--- src/rtl/spi_txn_scheduler_pkg.sv ---
// Shared types for the SPI transaction scheduler: the SPI control word layout,
// the scheduler state encoding and the control-register write-through latency.
package spi_txn_scheduler_pkg;

    localparam int PC_AW        = 10;
    localparam int SCHED_WR_LAT = 2;

    typedef struct packed {
        logic [7:0]       clk_div;
        logic             cpol;
        logic             cpha;
        logic             all_1s;
        logic             all_0s;
        logic [PC_AW-1:0] n_tx_end;
        logic [PC_AW-1:0] n_rx_end;
        logic             send;
    } palabra_control;

    typedef enum logic [2:0] {
        IDLE     = 3'd0,
        LOAD_TX  = 3'd1,
        WR_CTRL  = 3'd2,
        WAIT_SPI = 3'd3,
        RD_RX    = 3'd4,
        DONE     = 3'd5
    } sched_state_t;

    function automatic palabra_control ctrl_with_send(input palabra_control c, input logic s);
        palabra_control r;
        r      = c;
        r.send = s;
        return r;
    endfunction

endpackage

--- src/rtl/spi_txn_scheduler_rr_arb2.sv ---
// Two-way round-robin arbiter: on a tie the requester that was not served last wins.
module rr_arb2 (
    input  logic       clk_i,
    input  logic       rst_i,
    input  logic [1:0] req,
    input  logic       en,
    input  logic       win,
    output logic [1:0] grant
);

    logic last;

    // Pointer starts at 1 so requester 0 takes the first tie.
    always_ff @(posedge clk_i or negedge rst_i) begin
        if (!rst_i) begin
            last <= 1'b1;
        end else if (en) begin
            last <= win;
        end
    end

    always_comb begin
        grant = req;
        if (req == 2'b11) begin
            grant = last ? 2'b01 : 2'b10;
        end
    end

endmodule

--- src/rtl/spi_txn_scheduler.sv ---
// Runs complete SPI transactions (TX load, control write, wait, RX drain) on the
// shared SPI master on behalf of two round-robin arbitrated requesters.
module spi_txn_scheduler
    import spi_txn_scheduler_pkg::*;
#(
    parameter int DW      = 32,
    parameter int AW      = PC_AW,
    parameter int TIMEOUT = 65535
) (
    input  logic                 clk_i,
    input  logic                 rst_i,
    input  logic [1:0]           req_i,
    input  palabra_control [1:0] ctrl_i,
    output logic [1:0]           ack_o,
    output logic [1:0]           err_o,
    input  logic [1:0][DW-1:0]   txd_i,
    input  logic [1:0]           txv_i,
    output logic [1:0]           txr_o,
    output logic [DW-1:0]        rxd_o,
    output logic [1:0]           rxv_o,
    input  logic [1:0]           rxr_i,
    output palabra_control       spi_ctrl_o,
    output logic                 spi_ctrl_we_o,
    input  logic                 spi_send_i,
    output logic [AW-1:0]        spi_addr_o,
    output logic [DW-1:0]        spi_tx_o,
    output logic                 spi_tx_we_o,
    input  logic [DW-1:0]        spi_rx_i,
    output logic                 busy_o
);

    localparam int TW = $clog2(TIMEOUT + 1);

    sched_state_t   state;
    logic           g;
    palabra_control ctrl_q;
    logic [AW-1:0]  idx;
    logic [TW-1:0]  tmo_cnt;
    logic           rd_vld;
    logic           rd_held;
    logic [DW-1:0]  rx_hold;

    logic [1:0]     arb_grant;
    logic [1:0]     g_oh;
    logic           arb_win;
    logic           arb_en;
    logic           skip_tx;
    logic           tx_hs;
    logic           rx_hs;
    logic           wait_done;
    logic           tmo_hit;
    logic [AW-1:0]  tx_last;
    logic [AW-1:0]  rx_last;

    assign arb_win = arb_grant[1];
    assign skip_tx = ctrl_i[arb_win].all_1s | ctrl_i[arb_win].all_0s;
    assign g_oh    = {g, ~g};
    assign tx_last = AW'(ctrl_q.n_tx_end);
    assign rx_last = AW'(ctrl_q.n_rx_end);

    assign tx_hs     = (state == LOAD_TX) && txv_i[g];
    assign rx_hs     = (state == RD_RX) && rd_vld && rxr_i[g];
    assign wait_done = (state == WAIT_SPI) && (tmo_cnt >= TW'(SCHED_WR_LAT)) && !spi_send_i;
    assign tmo_hit   = (state == WAIT_SPI) && !wait_done && (tmo_cnt == TW'(TIMEOUT - 1));

    // A timed-out requester also gives up its priority so it cannot starve the other.
    assign arb_en = (state == DONE) || tmo_hit;

    rr_arb2 u_arb (
        .clk_i (clk_i),
        .rst_i (rst_i),
        .req   (req_i),
        .en    (arb_en),
        .win   (g),
        .grant (arb_grant)
    );

    always_ff @(posedge clk_i or negedge rst_i) begin
        if (!rst_i) begin
            state   <= IDLE;
            g       <= 1'b0;
            idx     <= '0;
            tmo_cnt <= '0;
            rd_vld  <= 1'b0;
            rd_held <= 1'b0;
        end else begin
            case (state)
                IDLE: begin
                    if (|req_i) begin
                        g     <= arb_win;
                        idx   <= '0;
                        state <= skip_tx ? WR_CTRL : LOAD_TX;
                    end
                end
                LOAD_TX: begin
                    // Compare before increment so a full 2^AW-word load ends cleanly.
                    if (tx_hs) begin
                        if (idx == tx_last) begin
                            idx   <= '0;
                            state <= WR_CTRL;
                        end else begin
                            idx <= idx + 1'b1;
                        end
                    end
                end
                WR_CTRL: begin
                    tmo_cnt <= '0;
                    state   <= WAIT_SPI;
                end
                WAIT_SPI: begin
                    tmo_cnt <= tmo_cnt + 1'b1;
                    if (wait_done) begin
                        idx     <= '0;
                        rd_vld  <= 1'b0;
                        rd_held <= 1'b0;
                        state   <= RD_RX;
                    end else if (tmo_hit) begin
                        state <= IDLE;
                    end
                end
                RD_RX: begin
                    // Address phase first; the bank answers one cycle later.
                    if (!rd_vld) begin
                        rd_vld  <= 1'b1;
                        rd_held <= 1'b0;
                    end else begin
                        rd_held <= 1'b1;
                        if (rx_hs) begin
                            rd_vld <= 1'b0;
                            if (idx == rx_last) begin
                                state <= DONE;
                            end else begin
                                idx <= idx + 1'b1;
                            end
                        end
                    end
                end
                DONE: begin
                    state <= IDLE;
                end
                default: begin
                    state <= IDLE;
                end
            endcase
        end
    end

    always_ff @(posedge clk_i) begin
        if ((state == IDLE) && (|req_i)) begin
            ctrl_q <= ctrl_i[arb_win];
        end
        if ((state == RD_RX) && rd_vld && !rd_held) begin
            rx_hold <= spi_rx_i;
        end
    end

    always_comb begin
        ack_o         = '0;
        err_o         = '0;
        txr_o         = '0;
        rxd_o         = '0;
        rxv_o         = '0;
        spi_ctrl_o    = '0;
        spi_ctrl_we_o = 1'b0;
        spi_addr_o    = '0;
        spi_tx_o      = '0;
        spi_tx_we_o   = 1'b0;
        busy_o        = (state != IDLE);

        case (state)
            LOAD_TX: begin
                txr_o      = g_oh;
                spi_addr_o = idx;
                if (tx_hs) begin
                    spi_tx_we_o = 1'b1;
                    spi_tx_o    = txd_i[g];
                end
            end
            WR_CTRL: begin
                spi_ctrl_we_o = 1'b1;
                spi_ctrl_o    = ctrl_with_send(ctrl_q, 1'b1);
            end
            WAIT_SPI: begin
                if (tmo_hit) begin
                    spi_ctrl_we_o = 1'b1;
                    spi_ctrl_o    = ctrl_with_send(ctrl_q, 1'b0);
                    ack_o         = g_oh;
                    err_o         = g_oh;
                end
            end
            RD_RX: begin
                spi_addr_o = idx;
                // Hold the first-cycle bank data so the beat stays stable while stalled.
                if (rd_vld) begin
                    rxv_o = g_oh;
                    rxd_o = rd_held ? rx_hold : spi_rx_i;
                end
            end
            DONE: begin
                ack_o = g_oh;
            end
            default: begin
            end
        endcase
    end

endmodule

--- config.mk ---
export PLATFORM = sky130hd
export DESIGN_NAME = spi_txn_scheduler
export DESIGN_NICKNAME = d
export VERILOG_FILES = /design/src/rtl/spi_txn_scheduler_pkg.sv /design/src/rtl/spi_txn_scheduler_rr_arb2.sv /design/src/rtl/spi_txn_scheduler.sv
export SDC_FILE = /design/constraint.sdc
export NUM_CORES = 1
export LEC_CHECK = 0
export CAP_MARGIN = 40
export CORE_UTILIZATION = 41
export CTS_BUF_LIST = sky130_fd_sc_hd__clkbuf_4 sky130_fd_sc_hd__clkbuf_8 sky130_fd_sc_hd__clkbuf_16
export DETAILED_ROUTE_END_ITERATION = 12
export GPL_TIMING_DRIVEN = 0
export MAX_ROUTING_LAYER = met4
export PLACE_DENSITY = 0.82
export SLEW_MARGIN = 30
export SYNTH_ARGS = -nofsm -noshare
export SYNTH_HDL_FRONTEND = slang
export SYNTH_SLANG_ARGS = --single-unit
--- constraint.sdc ---
create_clock -name clk_i -period 3.9 [get_ports clk_i]
set_input_delay 0.39 -clock clk_i [delete_from_list [all_inputs] [get_ports clk_i]]
set_output_delay 0.39 -clock clk_i [all_outputs]
set_load 0.02 [all_outputs]
==> results of run 1 <==
metrics by stage:
step	area [um2]	hold slack (ns)	cells
finish	9240	0.445	1034
global route	9240	0.456	1034
CTS	9240	0.436	1034
detailed placement	8900	0.262	1017
global placement	8810	0.521	1014
floorplan	5730	0.0944	552
how the worst max path moves through the flow:
stage | startpoint | end | slack [ns] | depth (start not counted)
after detailed placement | tmo_cnt[0] | spi_ctrl_o[14] | 0.61 | 9
after floorplan | state[1] | rx_hold[0] | 0.87 | 5
after global routing | tmo_cnt[0] | spi_ctrl_o[14] | 0.04 | 9
after CTS | tmo_cnt[0] | spi_ctrl_o[14] | 0.19 | 9
final | tmo_cnt[0] | spi_ctrl_o[14] | 0.22 | 9
after global placement | state[1] | rx_hold[8] | 0.12 | 5
synth_stat cells (8+ instances only):
master / n / share of area
sky130_fd_sc_hd__o21ai_0: 28 / 0.024
sky130_fd_sc_hd__nor4_1: 10 / 0.011
sky130_fd_sc_hd__mux2i_1: 70 / 0.12
sky130_fd_sc_hd__and3_1: 10 / 0.011
sky130_fd_sc_hd__buf_2: 9 / 0.0079
sky130_fd_sc_hd__clkbuf_1: 20 / 0.013
sky130_fd_sc_hd__dfrtp_1: 32 / 0.14
sky130_fd_sc_hd__nor2b_1: 47 / 0.051
sky130_fd_sc_hd__a21oi_1: 12 / 0.010
sky130_fd_sc_hd__nor2_1: 95 / 0.062
sky130_fd_sc_hd__a22o_1: 8 / 0.012
sky130_fd_sc_hd__nand2_1: 34 / 0.022
sky130_fd_sc_hd__mux2_2: 36 / 0.071
sky130_fd_sc_hd__nand3_1: 8 / 0.0070
sky130_fd_sc_hd__edfxtp_1: 64 / 0.34
sky130_fd_sc_hd__xor2_1: 21 / 0.032
what timing repair did:
action	CTS	global route
resized for setup	0	0
hold buffers	1	0
hold endpoints to repair	7	0
per-layer routing:
metal / GRT usage / share of wire / routed length (um) / vias up
met5: - / 0 / 0 / -
met4: 0.100 / 0.026 / 472 / 0
met3: 0.0764 / 0.088 / 1620 / 38
met2: 0.439 / 0.49 / 8960 / 261
met1: 0.296 / 0.40 / 7260 / 2523
li1: - / - / - / 2538
final cells by class:
cell class	instances	area share
Buffer	33	0.0148
Tap cell	176	0.0238
Clock inverter	6	0.00989
Timing Repair Buffer	290	0.319
Multi-Input combinational cell	416	0.308
Inverter	6	0.00244
Clock buffer	10	0.0252
Sequential cell	97	0.298
cell families (layout without fill, tap and decap cells):
family / Yosys count / after routing / synth area share
AO/OA/AOI/OAI: 58 / 58 / 0.0668
flip-flops: 97 / 97 / 0.480
adder cells (fa/ha/maj): 3 / 3 / 0.00655
XOR/XNOR: 21 / 21 / 0.0321
multiplexers: 106 / 106 / 0.193
AND/OR/NAND/NOR: 228 / 228 / 0.194
buffers and inverters: 39 / 345 / 0.0277
critical path, delay by kind of cell (launching register included):
family                   cells  cell delay (ns)
adder cells (fa/ha/maj)      1             0.21
AND/OR/NAND/NOR              4             1.00
flip-flops                   1             0.46
AO/OA/AOI/OAI                1             0.30
buffers and inverters        3             0.97
sequential cells by signal, indices dropped and copies added, names as in the netlist:
register    count
rd_held         1
idx            10
rx_hold        32
ctrl_q         12
u_arb.last      1
tmo_cnt        16
rx_last        10
g               1
state           3
rd_vld          1
tx_last        10
power groups by stage:
stage | clock network [mW] | registers, mW | logic (mW)
3_5_place_dp | 0 | 1.44 | 2.43
5_1_grt | 1.02 | 1.44 | 2.62
3_3_place_gp | 0 | 1.44 | 2.34
6_report | 0.960 | 1.42 | 2.44
4_1_cts | 0.976 | 1.42 | 2.45
2_1_floorplan | 0 | 1.40 | 1.45
==> impl_metrics.tcl, run 1 <==
set metrics [dict create \
    status "complete, no violations" \
    dp_slack_ns 0.613 \
    yosysSeqAreaShare 0.480 \
    holdCritPathClass "input pin to asynchronous set/reset pin" \
    clk-insertion-delay-late_ns 0.35 \
    synth.lib_cells_used.distinct 44 \
    fin_crit_sh 0.942 \
    start_util 0.426 \
    layout.core_utilization 0.687 \
    max-clock-path-buffers 2 \
    clock-skew-final_ns 0.00583 \
    setup_total_negative_slack_ns 0 \
    power.combinational.fraction 0.506 \
    layout_min_cycle_time_ns 3.68 \
    final_cell_mix "sky130_fd_sc_hd__clkdlybuf4s50_1 (285), sky130_fd_sc_hd__nor2_1 (93), sky130_fd_sc_hd__mux2i_1 (70)" \
    crit_path_cell_trace "inv_1, ha_1, nor4_1, a41oi_2, nor3_2, nor2_1, buf_2, nor2b_1, clkdlybuf4s50_1" \
    area.sequential_um2 2750 \
    worst_slack_ns 0.224 \
    ys.flop_type "sky130_fd_sc_hd__edfxtp_1" \
    max-vdd-ir-drop_mv 0.347 \
    grt_setup_unrepaired "false" \
    die_x_um 120 \
    core_area_um2 13500 \
    first_iter_violations 234 \
    pre_repair_dr_iteration_count 4 \
    finalSetupViolations 0 \
    boundaryPins 289 \
    synthArstFlopShare 0.340 \
    synth_instances 552 \
    cap_viol_max_count 0 \
    multiInputGateArea_um2 2840 \
    postCtsSetupBuffers 0 \
    internal_power_component_mw 2.97 \
    netlist_area_um2 5730 \
    first_global_vias 5442 \
    die_footprint_um2 14500 \
    hold_viol_final 0 \
    antenna_found_initial 0 \
    p_seq_frac 0.294 \
    post_route_cells_drive_above_1_share 0.0956 \
    clkPwrFrac 0.199 \
    routed_wire_length_per_instance_um 17.7 \
    synth.avg_cell_area_um2 10.4 \
    timing_max_transition_violations_final 0 \
    cp-start-kind "register" \
    synth-seq-cells 97 \
    h-tree-depth 3 \
    crit-reg2reg-capture "rx_hold[8]" \
    powerDensity_nw_per_um2 522 \
    drtAntennaViolNets 0 \
    fp-row-count 42 \
    root_buffer "sky130_fd_sc_hd__clkbuf_16" \
    track_usage 0.262 \
    power.total_mw 4.82 \
    final_common_cell "sky130_fd_sc_hd__clkdlybuf4s50_1" \
    crit_path_end_kind "primary output" \
    route.detailed.vias_per_inst 5.18 \
    crit_required_ns 3.51 \
    total_switching_power_mw 1.84 \
    route.detailed.drc 0 \
    synth_enable_flop_cells 64 \
    io_buffer_count 286 \
    grt_start_max_net_pins 27 \
    cts_tree "yes" \
    path_clk_slew_ns 0.07 \
    worstPathMaxFanout 10 \
    transition_time_of_the_tightest_slew_check_pin_ns 0.775 \
    cts_inserted_buffers 9 \
    leakagePower_nw 3.55 \
    areaGrowthSynthToFinish_pct 61.2 \
    worst-r2r-setup-slack_ns 1.48 \
    ys_warn_count 0 \
    timing.slew.headroom 0.483 \
    global_route.overflow_total 0 \
    timing.critical_path.slowest_stage_cell "sky130_fd_sc_hd__clkdlybuf4s50_1" \
    worstPathArrival_ns 3.29 \
    netSwitchingFraction 0.383 \
    fill_cells 1028 \
    grt_first_pass_wirelength_mm 28.2 \
    reg2reg_depth 6 \
    cp_slowest_stage_delay_ns 0.65 \
    timing.fmax_mhz 272 \
    dr_total_vias 5360 \
    r2r_start "state[1]" \
    place.gp.congestion 0.846 \
    path_class "register to primary output" \
    finalNetCount 1027 \
    detail_route.wirelength_mm 18.3 \
    diodes 0 \
    die_y_um 120 \
    cts.sink_count 97 \
    syn_nets 726 \
    dp.final_hpwl_mm 14.7 \
]
Note: power is estimated with default switching activity, not from simulation.
==> inputs of run 2 (changes only) <==
==> constraint.sdc (replaced) <==
create_clock -name clk_i -period 3.9 [get_ports clk_i]
set_input_delay 0.78 -clock clk_i [delete_from_list [all_inputs] [get_ports clk_i]]
set_output_delay 0.78 -clock clk_i [all_outputs]
set_load 0.02 [all_outputs]
==> impl_metrics.tcl, run 2 (same netlist as run 1, synthesis figures left out) <==
set metrics [dict create \
    dp.final_hpwl_mm 14.7 \
    drtAntennaViolNets 0 \
    largest-register "rx_hold" \
    crit_required_ns 3.12 \
    die_y_um 120 \
    hold_viol_final 0 \
    clk-insertion-delay-late_ns 0.35 \
    die_x_um 120 \
    place.gp.congestion 0.846 \
    diodes 0 \
    cts_tree "yes" \
    powerDensity_nw_per_um2 520 \
    whs_ns 0.283 \
    die_footprint_um2 14500 \
    finalNetCount 1027 \
    max-clock-path-buffers 2 \
    io_buffer_count 286 \
    detail_route.wirelength_mm 18.3 \
    r2r_start "state[1]" \
    clock-skew-final_ns 0.00568 \
    cp-startpoint "state[2]" \
    leakagePower_nw 3.64 \
    finalSetupViolations 0 \
    worstPathMaxFanout 10 \
    cts_hold_repair.buffers 0 \
    areaGrowthSynthToFinish_pct 61.4 \
    first_iter_violations 227 \
    final_common_cell "sky130_fd_sc_hd__clkdlybuf4s50_1" \
    setup_total_negative_slack_ns 0 \
    global_route.overflow_total 0 \
    root_buffer "sky130_fd_sc_hd__clkbuf_16" \
    timing.critical_path.slowest_stage_cell "sky130_fd_sc_hd__clkdlybuf4s50_1" \
    dr_total_vias 5330 \
    status "complete, no violations" \
    layout_min_cycle_time_ns 3.74 \
    holdCritPathClass "input pin to asynchronous set/reset pin" \
    timing.slew.headroom 0.488 \
    transition_time_of_the_tightest_slew_check_pin_ns 0.768 \
    worstPathArrival_ns 2.96 \
    antenna_found_initial 0 \
    cp-start-kind "register" \
    grt_first_pass_wirelength_mm 28.2 \
    first_global_vias 5425 \
    path_clk_slew_ns 0.07 \
    path_class "register to primary output" \
    max-vdd-ir-drop_mv 0.347 \
    largest_register_ffs 32 \
    crit_path_end_kind "primary output" \
    core_area_um2 13500 \
    fin_crit_sh 0.958 \
    route.detailed.drc 0 \
    cts_inserted_buffers 9 \
    boundaryPins 289 \
    cts.sink_count 97 \
    cap_viol_max_count 0 \
    fp-row-count 42 \
    post_route_cells_drive_above_1_share 0.0979 \
    routed_wire_length_per_instance_um 17.7 \
    timing_max_transition_violations_final 0 \
    pre_repair_dr_iteration_count 5 \
    route.detailed.vias_per_inst 5.15 \
    crit_path_cell_trace "nor2_1, nand2_1, or2_2, clkbuf_1, clkbuf_1, nor2_1, clkdlybuf4s50_1" \
    final_cell_mix "sky130_fd_sc_hd__clkdlybuf4s50_1 (277), sky130_fd_sc_hd__nor2_1 (93), sky130_fd_sc_hd__mux2i_1 (70)" \
    timing.fmax_mhz 268 \
    h-tree-depth 3 \
    cp_slowest_stage_delay_ns 0.63 \
    grt_start_max_net_pins 27 \
    track_usage 0.262 \
    largest_registers "rx_hold (32), tmo_cnt (16), ctrl_q (12)" \
    placedInstanceArea_um2 8900 \
    start_util 0.426 \
    finalInstanceArea_um2 9250 \
    grt_setup_unrepaired "false" \
]
-- run 2: layout make-up --
cell class	instances	area [um2]
clock inverter	6	91.3
fill	1018	4200
buffer	33	136
clock buffer	10	233
inverter	6	22.5
multi-input combinational	416	2850
sequential	97	2750
tap	176	220
timing repair buffer	290	2950
-- run 2: worst max-delay path, delay by kind of cell (launching register included) --
kind	cells	cell delay, ns
buf+inv	3	1.06
flops	1	0.46
simple gates	4	1.08
-- run 2: report_power, final --
group          internal (mW)  total [mW]  switching (mW)
Clock                  0.571       0.959           0.387
Sequential              1.30        1.42           0.119
Combinational           1.10        2.43            1.34
-- run 2: final timing paths --
check | endpoint | slack [ns] | cells past startpoint
max | spi_tx_o[20] | 0.16 | 7
min | tmo_cnt[5] | 0.28 | 1
max reg2reg | rx_hold[8] | 1.47 | 6
min reg2reg | rd_vld | 0.55 | 2
max in group asynchronous | u_arb.last | 3.14 | 2
min in group clk_i | rd_vld | 0.55 | 2
-- run 2: metal layers --
layer	routed length, um	share of wire	track usage
met1	7290	0.40	0.296
met2	9060	0.49	0.440
met3	1520	0.083	0.0764
met4	450	0.025	0.0995
met5	0	0	-
-- run 2: stage by stage --
| stage | setup WS [ns] | power [mW] | instances | util |
|---|---|---|---|---|
| after floorplan | 0.871 | 2.85 | 552 | - |
| after global placement | -0.00375 | 3.77 | 1014 | 0.655 |
| after detailed placement | -0.0445 | 3.87 | 1017 | 0.662 |
| after CTS | 0.0368 | 4.84 | 1034 | 0.686 |
| after global routing | 0.00186 | 5.06 | 1034 | 0.688 |
| final | 0.164 | 4.81 | 1034 | 0.688 |
-- run 2: what timing repair did --
| item | in CTS | in global routing |
|---|---|---|
| setup buffers | 1 | 0 |
| gates resized for setup | 3 | 6 |
| pin swaps | 0 | 1 |
| setup endpoints to repair | 26 | 27 |
